[src/rtl/mips_fetch_pkg.sv]
// Shared fetch-stage types and constants for the MIPS front end.
// Holds the queue entry layout and the PC alignment helper.
package mips_fetch_pkg;

  localparam int XLEN = 32;
  localparam logic [XLEN-1:0] PC_STEP  = 32'd4;
  localparam logic [XLEN-1:0] INST_NOP = 32'h0;

  typedef struct packed {
    logic [XLEN-1:0] inst;
    logic [XLEN-1:0] pc;
  } fetch_entry_t;

  // Word-align a fetch target; the two low bits carry no meaning.
  function automatic logic [XLEN-1:0] alignPc(input logic [XLEN-1:0] addr);
    return {addr[XLEN-1:2], 2'b00};
  endfunction

endpackage

[src/rtl/fetch_fifo.sv]
// Prefetch queue of {inst, pc} entries with a flush input.
// The head is read straight out of the storage flops, so it changes only on a clock edge.
module fetch_fifo
  import mips_fetch_pkg::*;
#(
  parameter int DEPTH = 4
) (
  input  logic                       clk,
  input  logic                       rstN,
  input  logic                       flush,
  input  logic                       push,
  input  logic [XLEN-1:0]            pushInst,
  input  logic [XLEN-1:0]            pushPc,
  input  logic                       pop,
  output logic                       headValid,
  output logic [XLEN-1:0]            headInst,
  output logic [XLEN-1:0]            headPc,
  output logic [$clog2(DEPTH+1)-1:0] count
);

  localparam int CW = $clog2(DEPTH + 1);
  localparam int AW = $clog2(DEPTH);

  fetch_entry_t mem [DEPTH];
  logic [AW-1:0] rdPtr;
  logic [AW-1:0] wrPtr;
  logic          doPush;
  logic          doPop;

  assign doPop  = pop && (count != '0);
  assign doPush = push && !flush && ((count < CW'(DEPTH)) || doPop);

  always_ff @(posedge clk or negedge rstN) begin
    if (!rstN) begin
      for (int i = 0; i < DEPTH; i++) begin
        mem[i] <= '{inst: INST_NOP, pc: '0};
      end
      rdPtr <= '0;
      wrPtr <= '0;
      count <= '0;
    end else begin
      if (doPush) begin
        mem[wrPtr] <= '{inst: pushInst, pc: pushPc};
      end
      // A flush drops every entry, including one being popped this cycle.
      if (flush) begin
        rdPtr <= '0;
        wrPtr <= '0;
        count <= '0;
      end else begin
        if (doPop) rdPtr <= rdPtr + AW'(1);
        if (doPush) wrPtr <= wrPtr + AW'(1);
        count <= count + CW'(doPush) - CW'(doPop);
      end
    end
  end

  assign headValid = (count != '0);
  assign headInst  = mem[rdPtr].inst;
  assign headPc    = mem[rdPtr].pc;

endmodule

[src/rtl/instruction_fetch_queue.sv]
// Fetch stage: owns the fetch PC, issues credit-limited memory requests and
// feeds decode from a prefetch queue; redirects squash everything in flight.
module instruction_fetch_queue
  import mips_fetch_pkg::*;
#(
  parameter int          DEPTH    = 4,
  parameter logic [31:0] RESET_PC = 32'h0000_0000
) (
  input  logic        Clk,
  input  logic        Reset,
  output logic        imem_req_valid,
  input  logic        imem_req_ready,
  output logic [31:0] imem_req_addr,
  input  logic        imem_rsp_valid,
  input  logic [31:0] imem_rsp_data,
  input  logic        redirect_valid,
  input  logic [31:0] redirect_pc,
  output logic        inst_valid,
  input  logic        inst_ready,
  output logic [31:0] inst,
  output logic [31:0] inst_pc,
  output logic [31:0] inst_pc4
);

  localparam int CW = $clog2(DEPTH + 1);

  logic [XLEN-1:0] fetchPc;
  logic [XLEN-1:0] rspPc;
  logic [CW-1:0]   outstanding;
  logic [CW-1:0]   outstandingNext;
  logic [CW-1:0]   stale;
  logic [CW-1:0]   queueCount;
  logic [CW:0]     credit;
  logic            reqFire;
  logic            rspLive;
  logic            rspStale;

  // Queued plus in-flight never exceeds DEPTH, so every response has a slot.
  assign credit         = {1'b0, queueCount} + {1'b0, outstanding};
  assign imem_req_valid = Reset && (credit < (CW + 1)'(DEPTH));
  assign imem_req_addr  = fetchPc;
  assign reqFire        = imem_req_valid && imem_req_ready;

  assign rspStale = imem_rsp_valid && (stale != '0);
  assign rspLive  = imem_rsp_valid && (stale == '0);

  assign outstandingNext = outstanding + CW'(reqFire) - CW'(imem_rsp_valid);

  always_ff @(posedge Clk or negedge Reset) begin
    if (!Reset) begin
      fetchPc     <= RESET_PC;
      rspPc       <= RESET_PC;
      outstanding <= '0;
      stale       <= '0;
    end else begin
      outstanding <= outstandingNext;
      if (redirect_valid) begin
        // Everything still in flight after this edge belongs to the old path.
        fetchPc <= alignPc(redirect_pc);
        rspPc   <= alignPc(redirect_pc);
        stale   <= outstandingNext;
      end else begin
        if (reqFire) fetchPc <= fetchPc + PC_STEP;
        if (rspLive) rspPc <= rspPc + PC_STEP;
        if (rspStale) stale <= stale - CW'(1);
      end
    end
  end

  fetch_fifo #(
    .DEPTH(DEPTH)
  ) u_fifo (
    .clk      (Clk),
    .rstN     (Reset),
    .flush    (redirect_valid),
    .push     (rspLive),
    .pushInst (imem_rsp_data),
    .pushPc   (rspPc),
    .pop      (inst_ready),
    .headValid(inst_valid),
    .headInst (inst),
    .headPc   (inst_pc),
    .count    (queueCount)
  );

  assign inst_pc4 = inst_pc + PC_STEP;

endmodule

[config.mk]
export PLATFORM = sky130hd
export DESIGN_NAME = instruction_fetch_queue
export DESIGN_NICKNAME = d
export VERILOG_FILES = /design/src/rtl/mips_fetch_pkg.sv /design/src/rtl/fetch_fifo.sv /design/src/rtl/instruction_fetch_queue.sv
export SDC_FILE = /design/constraint.sdc
export NUM_CORES = 1
export LEC_CHECK = 0
export ABC_AREA = 1
export BUFFER_PORTS_ARGS = -buffer_cell sky130_fd_sc_hd__clkbuf_2
export CORE_ASPECT_RATIO = 2
export CORE_UTILIZATION = 40
export DETAILED_ROUTE_END_ITERATION = 10
export PLACE_DENSITY_LB_ADDON = 0.2
export SLEW_MARGIN = 15
export SYNTH_ARGS = -nofsm -noshare
export SYNTH_HDL_FRONTEND = slang
export SYNTH_HIERARCHICAL = 1
export SYNTH_SLANG_ARGS = --single-unit
[constraint.sdc]
create_clock -name Clk -period 3.4 [get_ports Clk]
set_clock_uncertainty 0.15 [all_clocks]
set_input_delay 0.68 -clock Clk [delete_from_list [all_inputs] [get_ports Clk]]
set_output_delay 0.68 -clock Clk [all_outputs]
set_load 0.05 [all_outputs]
=== Word level (Yosys, flattened, before mapping) ===
Cells that the tools add are included.

* Register bits after elaboration: 333
* Input bits: 70
* Output and inout port bits: 130
* Logic and storage cells: 68

* $add $sub $neg: 11
* Magnitude comparators: 5
* Mux-type cells: 17
* Bitwise operators: 2
* Reductions and logical operators: 18

{| class="wikitable"
|+ Operators with widths
! operator !! number
|-
| bitwise mux 256 bit || 1
|-
| two-way mux 64 bit || 3
|-
| binary-select mux 64 bit (select 2 bit) || 1
|-
| demux 64 bit (select 2 bit) || 1
|-
| two-way mux 32 bit || 4
|-
| adder 32 x 3 -> 32 bit (second input constant) || 3
|-
| nonzero test 2 bit || 5
|-
| two-way mux 3 bit || 3
|-
| logical AND 1 bit || 8
|-
| two-way mux 2 bit || 4
|-
| adder 3 x 1 -> 3 bit || 2
|-
| greater-or-equal comparator 3 bit (second input constant) || 2
|-
| inverter 2 -> 3 bit || 2
|-
| nonzero test 3 bit || 2
|-
| subtractor 3 x 1 -> 3 bit || 2
|-
| adder 2 x 1 -> 2 bit (second input constant) || 2
|-
| adder 3 x 3 -> 4 bit || 1
|-
| < comparator 4 x 3 -> 1 bit (second input constant) || 1
|-
| zero test 3 bit || 1
|-
| < comparator 3 x 1 -> 1 bit (second input constant) || 1
|-
| < comparator 3 bit (second input constant) || 1
|-
| subtractor 3 x 1 -> 3 bit (second input constant) || 1
|-
| zero test 1 bit || 1
|-
| logical OR 1 bit || 1
|}

=== Logic depth before layout (Yosys ltp) ===
Gate-level depths: netlist of the first run.

* Depth after elaboration: 7
* Mapped depth: 15
* Gate-level depth less buffers: 15

=== Cells and area by module ===
The synthesis of the first run kept the hierarchy.

{| class="wikitable"
|+ By module, submodules not included
! module !! instances !! cells an instance !! area each (um2) !! sequential area each (um2)
|-
| fetch_fifo || 1 || 1309 || 11685.0 || 6581.3
|-
| instruction_fetch_queue || 1 || 798 || 5352.6 || 1651.6
|}

=== Worst setup path after synthesis of the first run ===
OpenSTA, ideal clock, no wires.

* Path type: register to output
* From: register u_fifo.rdPtr[0]
* To: output port inst_pc4[22]
* Data arrival time: 3.764 ns
* Data required time: 2.570 ns
* Path slack: -1.194 ns
* Stages on the path, launching flop included: 14
* Path buffers: 3
* Cells stage by stage: dfrtp_1 > buf_4 > inv_2 > buf_6 > buf_2 > o21ai_1 > o22ai_1 > ha_1 > nand3_1 > inv_2 > nand2_2 > nor2_4 > nand4_1 > xnor2_1

* Word-level cells in the longest chain between the ends: 5

{| class="wikitable"
|+ RTL lines
! item !! line !! source
|-
| from (decl) || fetch_fifo.sv:25 || <nowiki>logic [AW-1:0] rdPtr;</nowiki>
|-
| from (signal assigned) || fetch_fifo.sv:51 || <nowiki>if (doPop) rdPtr <= rdPtr + AW'(1);</nowiki>
|-
| inverter 2 -> 3 bit (implied by the code) || fetch_fifo.sv:60 || <nowiki>assign headPc = mem[rdPtr].pc;</nowiki>
|-
| binary-select mux 64 bit (select 2 bit) || fetch_fifo.sv:60 ||
|-
| two-way mux 64 bit (2 in a row) || n/a ||
|-
| net inst_pc[3] || instruction_fetch_queue.sv:21 || <nowiki>output logic [31:0] inst_pc,</nowiki>
|-
| adder 32 x 3 -> 32 bit || instruction_fetch_queue.sv:86 || <nowiki>assign inst_pc4 = inst_pc + PC_STEP;</nowiki>
|-
| to (decl) || instruction_fetch_queue.sv:22 || <nowiki>output logic [31:0] inst_pc4</nowiki>
|}

The timed path passes the listed nets, and every way through them passes these cells. The select of a mux whose other input is x is not followed.

=== Worst setup path after layout of the first run ===
* From: register u_fifo.rdPtr[0]
* To: output port inst_pc4[14]

* Word-level cells in the longest chain between the ends: 5

{| class="wikitable"
|+ RTL lines
! item !! line
|-
| inverter 2 -> 3 bit (implied by the code) || fetch_fifo.sv:60
|-
| binary-select mux 64 bit (select 2 bit) || fetch_fifo.sv:60
|-
| two-way mux 64 bit (2 in a row) || n/a
|-
| adder 32 x 3 -> 32 bit || instruction_fetch_queue.sv:86
|}

No other way between the ends. The select of a mux whose other input is x is not followed.

==> flow_summary.json, run 1 <==
{
  "max_cap_viol_count": 0,
  "ant_nets": 0,
  "numCtsBuffers": 30,
  "grt_antenna_before_repair": 0,
  "initial_core_util": 0.4065,
  "max-vdd-ir-drop_mv": 0.7008,
  "p_leak_nw": 10.70,
  "finalSetupViolations": 24,
  "synth_async_sr_flop_share": 1.000,
  "synth.distinct_cells": 36,
  "synth-edff-count": 0,
  "gr-total-overflow": 0,
  "yosysWarnings": 6,
  "layout_min_cycle_time_ps": 3799,
  "place_congestion": 0.9116,
  "drc": 0,
  "layout_common_cells": "nand2_1 (489), dfrtp_1 (327), o21ai_0 (242)",
  "first_iter_violations": 869,
  "crit_path_start_kind": "flip-flop",
  "avgSynthCellArea_um2": 8.086,
  "grt_pass1_vias": 15400,
  "synth_cells": 2107,
  "yosysSeqAreaShare": 0.4832,
  "area_delta_synth_final_pct": 32.22,
  "avgRoutedWirePerCell_um": 18.40,
  "firstDrtPassIters": 5,
  "arrival_ps": 2970,
  "nNetsFinal": 2470,
  "num_antenna_cells": 0,
  "dp_hpwl_um": 36750,
  "rr_worst_depth": 13,
  "cts_tree": "built",
  "violations": "setup timing",
  "status": "finished, violations left",
  "grt_pass1_wl_um": 84380,
  "finalPower_w": 0.02246,
  "drive_gt1_frac": 0.2507,
  "setup_ws_ps": -399.2,
  "worstSkewPairLatency_ps": 580,
  "die_area_mm2": 0.04347,
  "die-height_um": 293.9,
  "io_pins": 200,
  "portBuffers": 195,
  "clkTransAtPathRegs_ps": 60,
  "fin_crit_sh": 1.117,
  "cts.sink_count": 329,
  "holdBufCountCts": 0,
  "syn_area_mm2": 0.01704,
  "vias": 15630,
  "final_max_slew_viol_count": 0,
  "die_w_um": 147.9,
  "finalHoldViolCount": 0,
  "worstSetupEndpointType": "primary output",
  "wirelength_um": 54190,
  "powerDensity_mw_per_mm2": 997.1,
  "min_path_type": "in2async",
  "worst_pin_slew_ps": 1073,
  "rsz0062_at_grt": "yes",
  "h-tree-depth": 1,
  "timing.fmax_mhz": 263.2,
  "ys_ff_latch": 329,
  "grt.total_usage": 0.2482,
  "critPathMaxFanout": 5,
  "final_common_cell": "nand2_1",
  "fill_cells": 3916,
  "relSlewSlack": 0.2845,
  "grt_max_degree": 129,
  "cts_root_buf": "clkbuf_16",
  "fp.coreArea_mm2": 0.04191,
  "ctsLongestPathBuffers": 3,
  "synthFlopType": "dfrtp_1",
  "via_per_inst": 5.306,
  "hold_ws_ps": 148.8,
  "worstSetupPathType": "reg2out",
  "rows": 106,
  "required_ps": 2570
}
## sequential cells by signal, summed over array words and instances (netlist names)
| register | count |
|---|---|
| u_fifo/count | 3 |
| u_fifo/wrPtr | 2 |
| stale | 3 |
| u_fifo/mem | 256 |
| outstanding | 3 |
| u_fifo/rdPtr | 2 |
| rspPc | 30 |
| imem_req_addr | 30 |
## metal layers
metal / GRT usage / vias up / share of wire
met1: 0.2778 / 7567 / 0.37
met4: 0.1247 / 0 / 0.048
met3: 0.02589 / 112 / 0.048
li1: - / 7438 / -
met2: 0.4603 / 510 / 0.54
met5: 0 / - / 0
## power breakdown
part | switching, W | internal (W)
sequential | 0.000627 | 0.00470
combinational | 0.00831 | 0.00539
clock | 0.00152 | 0.00191
total | 0.0105 | 0.0120
## cells in the mapped netlist (4+ instances only)
| library cell | n | area (um2) |
|---|---|---|
| buf_6 | 49 | 551.8 |
| dfrtp_1 | 329 | 8233 |
| ha_1 | 15 | 187.7 |
| nand3_2 | 10 | 100.1 |
| nand4_1 | 26 | 162.7 |
| o211ai_1 | 20 | 150.1 |
| clkbuf_1 | 24 | 90.09 |
| buf_2 | 25 | 125.1 |
| inv_1 | 172 | 645.6 |
| nand3_1 | 66 | 330.3 |
| o21ai_1 | 166 | 830.8 |
| nor2_1 | 205 | 769.5 |
| o21ai_0 | 258 | 1291 |
| a21oi_1 | 13 | 65.06 |
| nor2_4 | 10 | 112.6 |
| buf_4 | 15 | 112.6 |
| nand2_4 | 4 | 45.04 |
| nor2_2 | 20 | 125.1 |
| nand2_1 | 506 | 1899 |
| nand2_2 | 9 | 56.30 |
| inv_2 | 14 | 52.55 |
| o21bai_1 | 4 | 30.03 |
| xnor2_1 | 15 | 131.4 |
| o22ai_1 | 65 | 406.6 |
| xor2_1 | 35 | 306.5 |
| nor3_1 | 18 | 90.09 |
## worst paths after layout
| kind | slack, ps | from | end |
|---|---|---|---|
| worst max register to register | 430 | u_fifo/count[2] | stale[2] |
| worst min register to register | 330 | u_fifo/mem[104] | u_fifo/mem[104] |
| max in group asynchronous | 1380 | Reset | u_fifo/mem[245] |
| min in group Clk | 210 | redirect_pc[12] | rspPc[12] |
| worst max-delay path | -400 | u_fifo/rdPtr[0] | inst_pc4[14] |
| worst min-delay path | 150 | Reset | u_fifo/mem[37] |
## area by class of cell
type | instances | area (um2) | area share
clock buffer | 42 | 857.1 | 0.03805
inverter | 186 | 710.7 | 0.03155
timing repair buffer | 355 | 3437 | 0.1526
sequential | 329 | 8240 | 0.3658
tap | 540 | 675.6 | 0.02999
clock inverter | 12 | 120.1 | 0.005332
multi-input combinational | 1481 | 8486 | 0.3767
## worst max-delay path, stage by stage (launching register included)
cell	delay (ps)
dfrtp_4	550
inv_8	120
buf_12	130
buf_6	100
nor2_2	40
o22ai_4	220
nand2_1	90
nor2_2	160
nand2_4	80
buf_4	140
buf_8	120
nor2_4	170
buf_6	140
xor2_4	170
buf_12	150
## timing repair
item	4_1_cts	5_1_grt
endpoints found under the setup margin	31	42
pin swaps	48	40
gates resized for setup	108	70
gates cloned	7	1
setup buffers	32	28
hold endpoints to repair	0	0
## through the flow
| step | util | cell area, um2 | setup TNS, ps | instances | setup slack (ps) |
|---|---|---|---|---|---|
| 5_1_grt | 0.5375 | 22530 | -8830 | 2945 | -504.7 |
| 3_3_place_gp | 0.4812 | 20170 | 0 | 2825 | 52.97 |
| 4_1_cts | 0.5262 | 22050 | -6124 | 2918 | -409.9 |
| 2_1_floorplan | - | 17780 | -338.6 | 2110 | -83.56 |
| 3_5_place_dp | 0.4812 | 20170 | -16.82 | 2825 | -16.82 |
| 6_report | 0.5375 | 22530 | -6263 | 2945 | -399.2 |
## cells by family (layout without fill, tap and decap cells)
logic type / after synthesis / count (layout) / share of synthesized area
flops: 329 / 329 / 0.4832
compound gates: 531 / 531 / 0.1650
xor+xnor: 50 / 50 / 0.02570
simple gates: 879 / 879 / 0.2197
buf+inv: 300 / 595 / 0.09283
other cells: 1 / 4 / 0.0002201
fa+ha+maj: 17 / 17 / 0.01337
Note: power is estimated with default switching activity, not from simulation.
==> inputs of run 2 (changes only) <==
- clock period: 3.4 -> 3.7 ns (I/O delays scaled with it)
==> run 2 against run 1 <==
Compared with the run above: the run still ends with setup timing left; design area decreased by 2.4%; critical endpoint is now inst_pc4[17]; combinational power decreased by 18%; core utilization decreased by 1.3 points; largest power group unchanged; final cell count decreased by 0.27%; power decreased by 12%; clock power increased by 1%; largest cell class is now sequential cells; wire length increased by 2.1%; via count decreased by 0.20%; register-to-register slack improved by 70 ps; die area unchanged; non-clock buffer count decreased by 18; global-route usage increased by 0.41 points.
==> flow_summary.json, run 2 (synthesis gave the netlist of run 1 again) <==
{
  "finalHoldViolCount": 0,
  "firstDrtPassIters": 5,
  "layout_common_cells": "nand2_1 (493), dfrtp_1 (327), o21ai_0 (241)",
  "layout_min_cycle_time_ps": 3835,
  "critPathCapture": "inst_pc4[17]",
  "die-height_um": 293.9,
  "fp.coreArea_mm2": 0.04191,
  "max-vdd-ir-drop_mv": 0.5093,
  "io_pins": 200,
  "path_cells": "buf_12, clkbuf_16, o21ai_0, o22ai_2, buf_4, nand2_1, nor2_2, nand2_1, nor2_2, xor2_2, buf_12",
  "gr-total-overflow": 0,
  "die_area_mm2": 0.04347,
  "regMostFlops": "u_fifo/mem",
  "clkTransAtPathRegs_ps": 70,
  "largest_register_ffs": 256,
  "crit_path_start_kind": "flip-flop",
  "nNetsFinal": 2458,
  "dp_hpwl_um": 36940,
  "die_w_um": 147.9,
  "max_cap_viol_count": 0,
  "final_max_slew_viol_count": 0,
  "ctsLongestPathBuffers": 3,
  "fin_crit_sh": 1.036,
  "setup_ws_ps": -134.5,
  "grt_antenna_before_repair": 0,
  "finalSetupViolations": 16,
  "rows": 106,
  "p_leak_nw": 10.48,
  "drc": 0,
  "first_iter_violations": 962,
  "rr_worst_depth": 13,
  "grt_max_degree": 155,
  "rsz0062_at_grt": "yes",
  "drive_gt1_frac": 0.2416,
  "wirelength_um": 55340,
  "timing.fmax_mhz": 260.8,
  "grt_pass1_vias": 14990,
  "vias": 15600,
  "critical_path.slowest_cell": "dfrtp_4",
  "ant_nets": 0,
  "violations": "setup timing",
  "worst_pin_slew_ps": 1022,
  "min_path_type": "in2async",
  "holdBufCountCts": 0,
  "worstSetupStartpoint": "u_fifo/rdPtr[0]",
  "critPathMaxFanout": 8,
  "fill_cells": 3949,
  "required_ps": 2810,
  "cts.sink_count": 329,
  "cts_tree": "built",
  "arrival_ps": 2940,
  "finalCoreUtilization": 0.5244,
  "initial_core_util": 0.4065,
  "h-tree-depth": 2,
  "finalPower_w": 0.01970,
  "status": "finished, violations left",
  "max_stage_delay_ps": 600,
  "grt_pass1_wl_um": 84610,
  "num_antenna_cells": 0,
  "relSlewSlack": 0.3188,
  "worstSetupPathType": "reg2out",
  "powerDensity_mw_per_mm2": 896.4,
  "numCtsBuffers": 34,
  "r2r-start": "u_fifo/count[2]",
  "r2r-end": "stale[2]",
  "grt.total_usage": 0.2523,
  "place_congestion": 0.8791,
  "worstSetupEndpointType": "primary output",
  "rrSetupSlack_ps": 500,
  "cts_root_buf": "clkbuf_16",
  "worstSkewPairLatency_ps": 530,
  "via_per_inst": 5.310,
  "area_delta_synth_final_pct": 28.99,
  "portBuffers": 195,
  "avgRoutedWirePerCell_um": 18.84,
  "dp_slack_ps": 162.4,
  "final_common_cell": "nand2_1"
}
==> run 2: cell count changes in the layout (fill, tap and decap cells not counted), moves of 9 or more <==
cell	delta
o22ai_4	-12
buf_4	-20
o22ai_2	+12
clkbuf_2	+25
buf_6	-10
buf_12	-17
nor2_4	-9
==> run 2: worst min-delay path by stage <==
stage,start,endpoint,slack (ps),depth (start not counted)
2_1_floorplan,Reset,imem_req_addr[10],290,0
3_3_place_gp,u_fifo/mem[92],u_fifo/mem[92],310,2
3_5_place_dp,u_fifo/mem[110],u_fifo/mem[110],320,2
4_1_cts,Reset,u_fifo/mem[162],180,2
5_1_grt,Reset,u_fifo/mem[162],240,2
6_report,Reset,u_fifo/mem[162],180,2
==> run 2: power breakdown <==
part           switching [W]  leakage, nW  total (W)  internal [W]
clock                0.00149        0.541    0.00347       0.00198
combinational        0.00734         5.57     0.0113       0.00398
sequential          0.000581         4.38    0.00491       0.00432
total                0.00942         10.5     0.0197        0.0103
==> run 2: layout make-up <==
cell class,count,area [um2],area share
flip-flops and latches,329,8240,0.3750
clock buffers,49,967.2,0.04401
multi-input cells,1481,8122,0.3696
repair buffers,337,3087,0.1405
well taps,540,675.6,0.03074
inverters,186,723.2,0.03291
clock inverters,13,138.9,0.006320
repair inverters,2,22.52,0.001025
==> run 2: per-stage QoR <==
stage	hold slack [ps]	setup TNS [ps]	std cells	area [um2]
floorplan	294.4	-135.8	2110	17490
global placement	309.4	0	2794	19410
detailed placement	317.9	0	2794	19410
CTS	184.0	-968.9	2904	21380
global route	236.4	-3014	2937	21980
finish	184.5	-1255	2937	21980
==> run 2: worst max-delay path, delay by kind of cell, from the launching register on <==
| kind | cells | cell delay [ps] |
|---|---|---|
| flip-flops | 1 | 600 |
| AO/OA/AOI/OAI | 2 | 330 |
| XOR/XNOR | 1 | 320 |
| AND/OR/NAND/NOR | 4 | 470 |
| buffers and inverters | 4 | 700 |
==> run 2: what timing repair did <==
action / CTS / global route
cloned: 8 / 6
resized for setup: 80 / 74
setup endpoints to repair: 23 / 21
setup buffers: 40 / 28
pin swaps: 39 / 45
==> run 2: metal layers <==
layer / part of all wire / GRT usage / up-vias
met3: 0.050 / 0.02992 / 131
met1: 0.37 / 0.2798 / 7508
met5: 0 / 0 / -
met2: 0.53 / 0.4693 / 544
met4: 0.056 / 0.1245 / 0
li1: - / - / 7412
